**config.mk**
```make
export PLATFORM = sky130hd
export DESIGN_NAME = fp_norm_round_pipe
export DESIGN_NICKNAME = d
export VERILOG_FILES = /design/src/rtl/fp_norm_round_pipe.sv
export SDC_FILE = /design/constraint.sdc
export NUM_CORES = 1
export LEC_CHECK = 0
export CELL_PAD_IN_SITES_DETAIL_PLACEMENT = 1
export CELL_PAD_IN_SITES_GLOBAL_PLACEMENT = 2
export CORE_MARGIN = 5
export CORE_UTILIZATION = 33
export DETAILED_ROUTE_END_ITERATION = 7
export PLACE_DENSITY_LB_ADDON = 0.1
export SKIP_CTS_REPAIR_TIMING = 1
export SLEW_MARGIN = 20
export SYNTH_ARGS = -nofsm -noshare
export SYNTH_HDL_FRONTEND = slang
export SYNTH_SLANG_ARGS = --single-unit
```
**constraint.sdc**
```tcl
create_clock -name clk -period 4.8 [get_ports clk]
set_input_delay 0.48 -clock clk [delete_from_list [all_inputs] [get_ports clk]]
set_output_delay 0.48 -clock clk [all_outputs]
set_load 0.01 [all_outputs]
```
**src/rtl/fp_norm_round_pipe.sv**
```systemverilog
// Two-stage post-add normalise/round for the FP adder: stage 1 normalises, stage 2 rounds and saturates.
// Optional NORM_FLAGS_EN builds the {overflow, underflow, inexact} flag path; otherwise flagsOut is 0.
module fp_norm_round_pipe #(
   parameter int EXP_W = 8,
   parameter int MAN_W = 23
) (
   input  logic                   clk,
   input  logic                   rst_n,
   input  logic                   inValid,
   output logic                   inReady,
   input  logic [MAN_W+1:0]       mantIn,
   input  logic [2:0]             grsIn,
   input  logic [EXP_W-1:0]       expIn,
   input  logic                   signIn,
   input  logic [1:0]             rndMode,
   output logic                   outValid,
   input  logic                   outReady,
   output logic [EXP_W+MAN_W:0]   resultOut,
   output logic [2:0]             flagsOut
);

   localparam int EW2 = EXP_W + 2;
   localparam int LZW = $clog2(MAN_W + 2);
   localparam int WW  = MAN_W + 3;

   typedef logic signed [EW2-1:0] sexp_t;

   localparam sexp_t EXP_INF = sexp_t'((2 ** EXP_W) - 1);

   // Handshake
   logic s1Valid, s2Valid;
   logic advS1, advS2;

   assign advS2    = !s2Valid || outReady;
   assign advS1    = !s1Valid || advS2;
   assign inReady  = advS1;
   assign outValid = s2Valid;

   // Stage 1: normalise
   logic [LZW-1:0] lzCnt;
   logic [WW-1:0]  shWord;
   logic [MAN_W:0] n1Mant;
   logic           n1G, n1R, n1S, n1Zero;
   sexp_t          n1Exp;

   always_comb begin
      lzCnt = LZW'(MAN_W + 1);
      for (int i = 0; i <= MAN_W; i++)
         if (mantIn[i]) lzCnt = LZW'(MAN_W - i);
      // G then R slide into the vacated LSBs; sticky is never shifted up
      shWord = {mantIn[MAN_W:0], grsIn[2], grsIn[1]} << lzCnt;
      n1Zero = (mantIn == '0) && (grsIn == 3'b000);
      if (mantIn[MAN_W+1]) begin
         n1Mant = mantIn[MAN_W+1:1];
         n1G    = mantIn[0];
         n1R    = grsIn[2];
         n1S    = grsIn[1] | grsIn[0];
         n1Exp  = sexp_t'({2'b00, expIn}) + sexp_t'(1);
      end else begin
         n1Mant = shWord[WW-1:2];
         n1G    = shWord[1];
         n1R    = shWord[0];
         n1S    = grsIn[0];
         n1Exp  = sexp_t'({2'b00, expIn}) - sexp_t'({{(EW2-LZW){1'b0}}, lzCnt});
      end
   end

   logic [MAN_W:0] s1Mant;
   logic           s1G, s1R, s1S, s1Zero, s1Sign;
   logic [1:0]     s1Mode;
   sexp_t          s1Exp;

   always_ff @(posedge clk or negedge rst_n) begin
      if (!rst_n) begin
         s1Valid <= 1'b0;
         s1Mant  <= '0;
         s1G     <= 1'b0;
         s1R     <= 1'b0;
         s1S     <= 1'b0;
         s1Zero  <= 1'b0;
         s1Sign  <= 1'b0;
         s1Mode  <= 2'b00;
         s1Exp   <= '0;
      end else if (advS1) begin
         s1Valid <= inValid;
         if (inValid) begin
            s1Mant <= n1Mant;
            s1G    <= n1G;
            s1R    <= n1R;
            s1S    <= n1S;
            s1Zero <= n1Zero;
            s1Sign <= signIn;
            s1Mode <= rndMode;
            s1Exp  <= n1Exp;
         end
      end
   end

   // Stage 2: round, renormalise on carry, saturate
   logic                   inexact, incr, fracCarry, rndCarry, ovf, unf, toInf;
   logic [MAN_W-1:0]       rFrac;
   sexp_t                  rExp;
   logic [EXP_W+MAN_W:0]   n2Result;

   always_comb begin
      inexact = s1G | s1R | s1S;
      case (s1Mode)
         2'b00:   incr = s1G && (s1R || s1S || s1Mant[0]);
         2'b01:   incr = 1'b0;
         2'b10:   incr = inexact && !s1Sign;
         default: incr = inexact && s1Sign;
      endcase
      {fracCarry, rFrac} = {1'b0, s1Mant[MAN_W-1:0]} + MAN_W'(incr);
      // a fraction carry only bumps the exponent when it ripples past a set hidden bit
      rndCarry = fracCarry && s1Mant[MAN_W];
      rExp     = s1Exp + sexp_t'({{(EW2-1){1'b0}}, rndCarry});
      ovf      = (rExp >= EXP_INF);
      unf      = (rExp <= sexp_t'(0));
      toInf    = (s1Mode == 2'b00) || (s1Mode == 2'b10 && !s1Sign) ||
                 (s1Mode == 2'b11 && s1Sign);
      if (s1Zero)
         n2Result = {(s1Sign && s1Mode == 2'b11), {(EXP_W+MAN_W){1'b0}}};
      else if (ovf)
         n2Result = toInf ? {s1Sign, {EXP_W{1'b1}}, {MAN_W{1'b0}}}
                          : {s1Sign, {(EXP_W-1){1'b1}}, 1'b0, {MAN_W{1'b1}}};
      else if (unf)
         n2Result = {s1Sign, {(EXP_W+MAN_W){1'b0}}};
      else
         n2Result = {s1Sign, rExp[EXP_W-1:0], rFrac};
   end

   always_ff @(posedge clk or negedge rst_n) begin
      if (!rst_n) begin
         s2Valid   <= 1'b0;
         resultOut <= '0;
      end else if (advS2) begin
         s2Valid <= s1Valid;
         if (s1Valid) resultOut <= n2Result;
      end
   end

`ifdef NORM_FLAGS_EN
   logic [2:0] n2Flags, flagsReg;

   always_comb begin
      if (s1Zero)   n2Flags = 3'b000;
      else if (ovf) n2Flags = 3'b101;
      else if (unf) n2Flags = 3'b011;
      else          n2Flags = {2'b00, inexact};
   end

   always_ff @(posedge clk or negedge rst_n) begin
      if (!rst_n)                 flagsReg <= 3'b000;
      else if (advS2 && s1Valid)  flagsReg <= n2Flags;
   end

   assign flagsOut = flagsReg;
`else
   assign flagsOut = 3'b000;
`endif

endmodule
```
# [Word-level counts from Yosys, hierarchy flattened]
# Cells that the tools add are included.
[word_totals] ff_bits=75 input_bits=43 out_inout_bits=37 word_cells=79
[classes] add_sub_neg=4 n_lt_le_gt_ge=2 n_eq_ne=3 shifts=1 muxes=34 n_bitwise=3 reduce_logical=21
[op_table] op="5-bit 2-to-1 mux" n=21
[op_table] op="31-bit 2-to-1 mux" n=2
[op_table] op="24-bit 2-to-1 mux" n=2
[op_table] op="32-bit 2-to-1 mux" n=1
[op_table] op="26-bit by 5-bit left shift with 26-bit output" n=1
[op_table] op="25-bit zero test" n=1
[op_table] op="23-bit by 1-bit adder with 24-bit output" n=1
[op_table] op="4-bit 2-to-1 mux" n=3
[op_table] op="10-bit by 2-bit adder with 10-bit output" n=1
[op_table] op="10-bit by 9-bit >= comparator with 1-bit output (second input constant)" n=1
[op_table] op="10-bit by 1-bit <= comparator with 1-bit output (second input constant)" n=1
[op_table] op="10-bit 2-to-1 mux" n=1
[op_table] op="8-bit by 1-bit adder with 9-bit output (second input constant)" n=1
[op_table] op="8-bit by 5-bit subtractor with 9-bit output" n=1
[op_table] op="1-bit logical AND" n=7
[op_table] op="1-bit logical OR" n=6
[op_table] op="2-bit == test (second input constant)" n=2
[op_table] op="2-bit AND reduction" n=2
[op_table] op="1-bit zero test" n=3
[op_table] op="3-bit zero test" n=1
[op_table] op="1-bit 2-to-1 mux" n=3
[op_table] op="1-bit bitwise OR" n=3
[op_table] op="1-bit case mux with 3 select lines" n=1
[op_table] op="2-bit by 1-bit == test with 1-bit output (second input constant)" n=1
[op_table] op="2-bit zero test" n=1

# [Logic depth before layout (Yosys ltp)]
# Gate-level depths: netlist (run 1).
[logic_depth] word_depth=26 ltp_mapped=20 mapped_depth_nobuf=19

# [Least setup slack after synthesis (run 1)]
# Ideal clock, no wire load.
[synth_timing] path_kind="register to register" start="register s1Mode[1]" end="register resultOut[3]" setup_time_ns=0.121 arrival_ns=3.930 required_time_ns=4.679 slack_ns=0.749 path_stages_with_launch=21 n_path_buf=2 period_less_slack_ns=4.051 cell_sequence="dfrtp_1 nor2b_1 ha_1 inv_1 o311ai_0 nand2_1 ha_1 nand4_1 nor3_1 nand2_1 nor3_1 ha_1 ha_1 nand3_1 xnor2_1 a41oi_1 or2_2 clkbuf_1 o21a_1 buf_2 a22o_1"
[synth_via] elab_chain_len=9 word_cells_on_any_way=18 cone_classes="2 x add/sub; 2 x order compare; 3 x eq/ne; 5 x mux; 6 x reduce/logical"
[synth_lines] element="from (decl)" line_no="70" source="logic [1:0] s1Mode;"
[synth_lines] element="from (signal assigned)" line_no="93" source="s1Mode <= rndMode;"
[synth_lines] element="2-bit == test (tied with other cells)" line_no="107, 119"
[synth_lines] element="1-bit case mux with 3 select lines" line_no="107" source="case (s1Mode)"
[synth_lines] element="23-bit by 1-bit adder with 24-bit output" line_no="113" source="{fracCarry, rFrac} = {1'b0, s1Mant[MAN_W-1:0]} + MAN_W'(incr);"
[synth_lines] element="1-bit logical AND" line_no="115" source="rndCarry = fracCarry && s1Mant[MAN_W];"
[synth_lines] element="10-bit by 2-bit adder with 10-bit output" line_no="116" source="rExp = s1Exp + sexp_t'({{(EW2-1){1'b0}}, rndCarry});"
[synth_lines] element="10-bit by 1-bit <= comparator with 1-bit output" line_no="118" source="unf = (rExp <= sexp_t'(0));"
[synth_lines] element="31-bit 2-to-1 mux" line_no="126" source="else if (unf)"
[synth_lines] element="31-bit 2-to-1 mux (*)" line_no="123" source="else if (ovf)"
[synth_lines] element="32-bit 2-to-1 mux (*)" line_no="121" source="if (s1Zero)"
[synth_lines] element="to (signal assigned)" line_no="138" source="if (s1Valid) resultOut <= n2Result;"
[synth_lines] element="to (decl)" line_no="18" source="output logic [EXP_W+MAN_W:0] resultOut,"
# Every way passes the cells marked *; elsewhere a longest branch is shown, timed or not.
# A chain may end at the register's enable or synchronous reset.

# [Final worst setup path (run 1)]
[layout_timing] start="register s1Mode[1]" end="register resultOut[12]"
# Same word-level chain as after synthesis.

==> results of run 1 <==
worst max-delay path, delay by kind of cell (launching register included):
family | cells | cell delay, ns
AND/OR/NAND/NOR | 8 | 1.50
buffers and inverters | 1 | 0.05
flip-flops | 1 | 0.40
adder cells (fa/ha/maj) | 4 | 1.07
XOR/XNOR | 1 | 0.29
AO/OA/AOI/OAI | 4 | 0.89
routing by layer:
layer / vias up / GRT usage [%] / routed length (um)
met1: 2634 / 26.2 / 8960
met4: 0 / 6.21 / 351
li1: 2644 / - / -
met3: 28 / 2.62 / 983
met5: - / 0 / 0
met2: 153 / 33.2 / 9340
area by class of cell:
| cell class | count | area, sq um | share of cell area [%] |
|---|---|---|---|
| Tap cell | 225 | 282 | 4.01 |
| Multi-Input combinational cell | 552 | 3610 | 51.5 |
| Sequential cell | 75 | 1880 | 26.7 |
| Clock buffer | 12 | 267 | 3.80 |
| Clock inverter | 2 | 35.0 | 0.499 |
| Inverter | 22 | 82.6 | 1.18 |
| Timing Repair Buffer | 90 | 863 | 12.3 |
cells by family (layout without fill, tap and decap cells):
kind of cell / Yosys count / in the layout
simple gates: 236 / 236
compound gates: 217 / 217
flops: 75 / 75
buf+inv: 67 / 126
mux: 45 / 45
xor+xnor: 39 / 39
fa+ha+maj: 12 / 12
other cells: 1 / 3
metrics by stage:
step / instances / hold slack (ns) / instance area (sq um) / power (uW)
after floorplan: 694 / 0.184 / 5780 / 1260
after global placement: 964 / 0.463 / 6700 / 1590
after detailed placement: 964 / 0.476 / 6700 / 1610
after CTS: 978 / 0.326 / 7000 / 2300
after global routing: 978 / 0.397 / 7020 / 2400
final: 978 / 0.293 / 7020 / 2270
Yosys cell counts (3+ instances only):
master / count / area share (%)
o311ai_0: 4 / 0.61
o31ai_1: 10 / 1.3
nand4_1: 4 / 0.43
a21o_1: 5 / 0.65
and3_1: 13 / 1.4
xnor2_1: 19 / 2.9
o21a_1: 5 / 0.65
or2_2: 7 / 0.76
mux2i_1: 33 / 5.7
nor4_2: 3 / 0.65
mux2_2: 12 / 2.3
a22oi_1: 5 / 0.65
inv_1: 18 / 1.2
a221oi_1: 8 / 1.2
o22a_1: 4 / 0.61
xor2_1: 20 / 3.0
clkbuf_1: 24 / 1.6
nand2_1: 74 / 4.8
dfrtp_1: 75 / 33
nor3_1: 14 / 1.2
a22o_1: 27 / 4.1
nor2_1: 66 / 4.3
and2_1: 7 / 0.76
nand3_1: 23 / 2.0
nand2b_1: 9 / 0.98
or4_1: 3 / 0.39
buf_6: 3 / 0.59
ha_1: 11 / 2.4
a211oi_1: 5 / 0.65
o21ai_0: 59 / 5.1
inv_2: 3 / 0.20
o211ai_1: 6 / 0.78
o22ai_1: 6 / 0.65
buf_1: 4 / 0.26
nor2b_1: 6 / 0.65
buf_4: 4 / 0.52
buf_2: 10 / 0.87
a21oi_1: 37 / 3.2
a21boi_0: 3 / 0.39
a31oi_1: 6 / 0.65
sequential cells by signal (all words and copies together), names as in the netlist:
name / cells
s1G: 1
s1Sign: 1
s1Mant: 24
outValid: 1
s1S: 1
s1Mode: 2
resultOut: 32
s1Zero: 1
s1Valid: 1
s1R: 1
s1Exp: 10
cell usage in the layout, fill, tap and decap left out, types with 5 or more instances in the layout:
cell type	instances
nand2_1	74
nor2_1	66
dfrtp_1	75
ha_1	11
mux2i_1	33
a31oi_1	6
nor3_1	13
o21ai_0	59
inv_1	18
a22oi_1	5
xor2_1	20
mux2_2	12
and2_1	7
or2_2	7
and3_1	13
nand2b_1	9
nor2b_1	6
a211oi_1	5
a221oi_1	8
o211ai_1	6
clkdlybuf4s50_1	75
a22o_1	27
o22ai_1	6
nand3_1	23
clkbuf_16	9
buf_4	15
a21oi_1	37
xnor2_1	18
o31ai_1	10
power breakdown:
group / internal [uW] / leakage [uW] / total [uW] / switching (uW)
logic: 356 / 0.00178 / 729 / 373
registers: 754 / 0.000907 / 863 / 109
clock network: 438 / 0.000151 / 679 / 241
worst paths after layout:
check                                            end  depth (start not counted)                 startpoint
max reg2reg                resultOut[12]$_DFFE_PN0P_                         18      s1Mode[1]$_DFFE_PN0P_
max in group asynchronous      s1Mant[7]$_DFFE_PN0P_                          1                      rst_n
min in group clk           resultOut[30]$_DFFE_PN0P_                          2  resultOut[30]$_DFFE_PN0P_
min                        resultOut[30]$_DFFE_PN0P_                          1                      rst_n
min reg2reg                resultOut[30]$_DFFE_PN0P_                          2  resultOut[30]$_DFFE_PN0P_
max                        resultOut[12]$_DFFE_PN0P_                         18      s1Mode[1]$_DFFE_PN0P_
==> flow_metrics.py, run 1 <==
metrics = {
    "setup_path": {
        "cp.required_ns": 5.02,
        "crit_path_max_fanout": 23,
        "cp_common_cell": "ha_1",
        "arrival_ns": 4.57,
        "cp_slowest_cell": "dfrtp_1",
        "cp_slowest_stage_delay_ns": 0.40,
        "r2r_setup_slack_ns": 0.45,
        "critPathLaunchType": "register",
        "endpoint_kind": "register",
        "cp_cell_sequence": "nor2b_1, ha_1, inv_1, o311ai_0, nand2_1, ha_1, nand4_1, nor3_2, nand2_1, nor3_1, ha_1, ha_1, nand3_1, xnor2_1, a41oi_1, or2_2, o21a_2, a22o_1",
        "critical_path_class": "register to register",
    },
    "cells_and_area": {
        "fillCellCount": 2034,
        "antenna-diode-count": 0,
        "finalNetCount": 805,
        "fin_util_pct": 40.7,
        "drive_gt1_share_pct": 8.76,
        "syn2layout_area_growth_pct": 21.7,
    },
    "synthesis": {
        "synth_xor_area_share_pct": 5.92,
        "synth_compound_area_share_pct": 26.2,
        "synth.distinct_cells": 69,
        "synth_simple_gate_area_share_pct": 19.3,
        "yosysWarnings": 0,
        "syn_area_sq_um": 5770,
        "synth-seq-cells": 75,
        "post_synth_mux_area_share_pct": 8.07,
        "avgSynthCellArea_sq_um": 8.34,
        "synthArstFlopShare_pct": 100,
        "synth_edf_count": 0,
        "ys_seq_area_share_pct": 32.5,
        "synthAdderAreaFrac_pct": 2.73,
        "synth_ff_type": "dfrtp_1",
        "synth_top_family_by_area": "compound AO/OA/AOI/OAI gates",
        "syn_inst": 692,
    },
    "die": {
        "start_util_pct": 33.5,
        "die_y_um": 142,
        "die_w_um": 142,
        "rows": 48,
        "ios": 80,
        "coreArea_sq_um": 17200,
        "dieArea_sq_um": 20200,
    },
    "routing": {
        "viasPerCell": 5.58,
        "ant_nets": 0,
        "vias": 5459,
        "wl_mm": 19.6,
        "drt-initial-drc-count": 328,
        "wire_per_inst_um": 20.1,
        "drc": 0,
        "dr.pass1.iters": 4,
    },
    "clock_tree": {
        "clk_pin_slew_worst_paths_ns": 0.06,
        "cts_root_buf": "clkbuf_16",
        "cts_tree": "done",
        "h-tree-depth": 3,
        "cts.sinks": 75,
        "numCtsBuffers": 9,
        "clk_path_buf_depth": 2,
        "clkLatencyLatePin_ns": 0.34,
    },
    "timing": {
        "hold_viol": 0,
        "period_share_pct": 90.6,
        "rsz0062_at_grt": "false",
        "max_freq_mhz": 230,
        "final_max_slew_viol_count": 0,
        "period_needed_ns": 4.35,
        "finalSetupTns_ns": 0,
        "finClkSkew_ns": 0.00708,
        "slew_headroom_pct": 34.7,
        "setup_viol": 0,
        "setup_slack_ns": 0.454,
        "tightest_slew_ns": 0.972,
    },
    "place": {
        "pre_cts_ws_ns": 0.125,
        "portBuffers": 76,
        "hpwl_mm": 15.4,
        "gp_congestion": 0.906,
    },
    "power": {
        "vdd_drop_max_v": 0.000174,
        "power.density_nw_per_um2": 324,
        "power.leakage_uw": 0.00284,
    },
    "grt": {
        "grt_overflow": 0,
        "antenna_found_initial": 0,
        "grt_usage_pct": 19.7,
        "grt_pass1_vias": 5714,
        "grt_max_degree": 76,
        "grt_pass1_wl_mm": 31.7,
    },
    "flow_run": {
        "drv_cap": 0,
    },
    "status": {
        "run_status": "finished clean",
    },
    "hold_path": {
        "hold_path.class": "input pin to asynchronous set/reset pin",
    },
}
Power figures use the tool's default switching activity.
==> inputs of run 2 (changes only) <==
--- a/config.mk
+++ b/config.mk
@@ -9,6 +9,7 @@
 export CELL_PAD_IN_SITES_GLOBAL_PLACEMENT = 2
 export CORE_MARGIN = 5
 export CORE_UTILIZATION = 33
+export CTS_CLUSTER_SIZE = 14
 export DETAILED_ROUTE_END_ITERATION = 7
 export PLACE_DENSITY_LB_ADDON = 0.1
 export SKIP_CTS_REPAIR_TIMING = 1
==> results of run 2 <==
The final DEF is identical to that of run 1; final timing and power are the same.
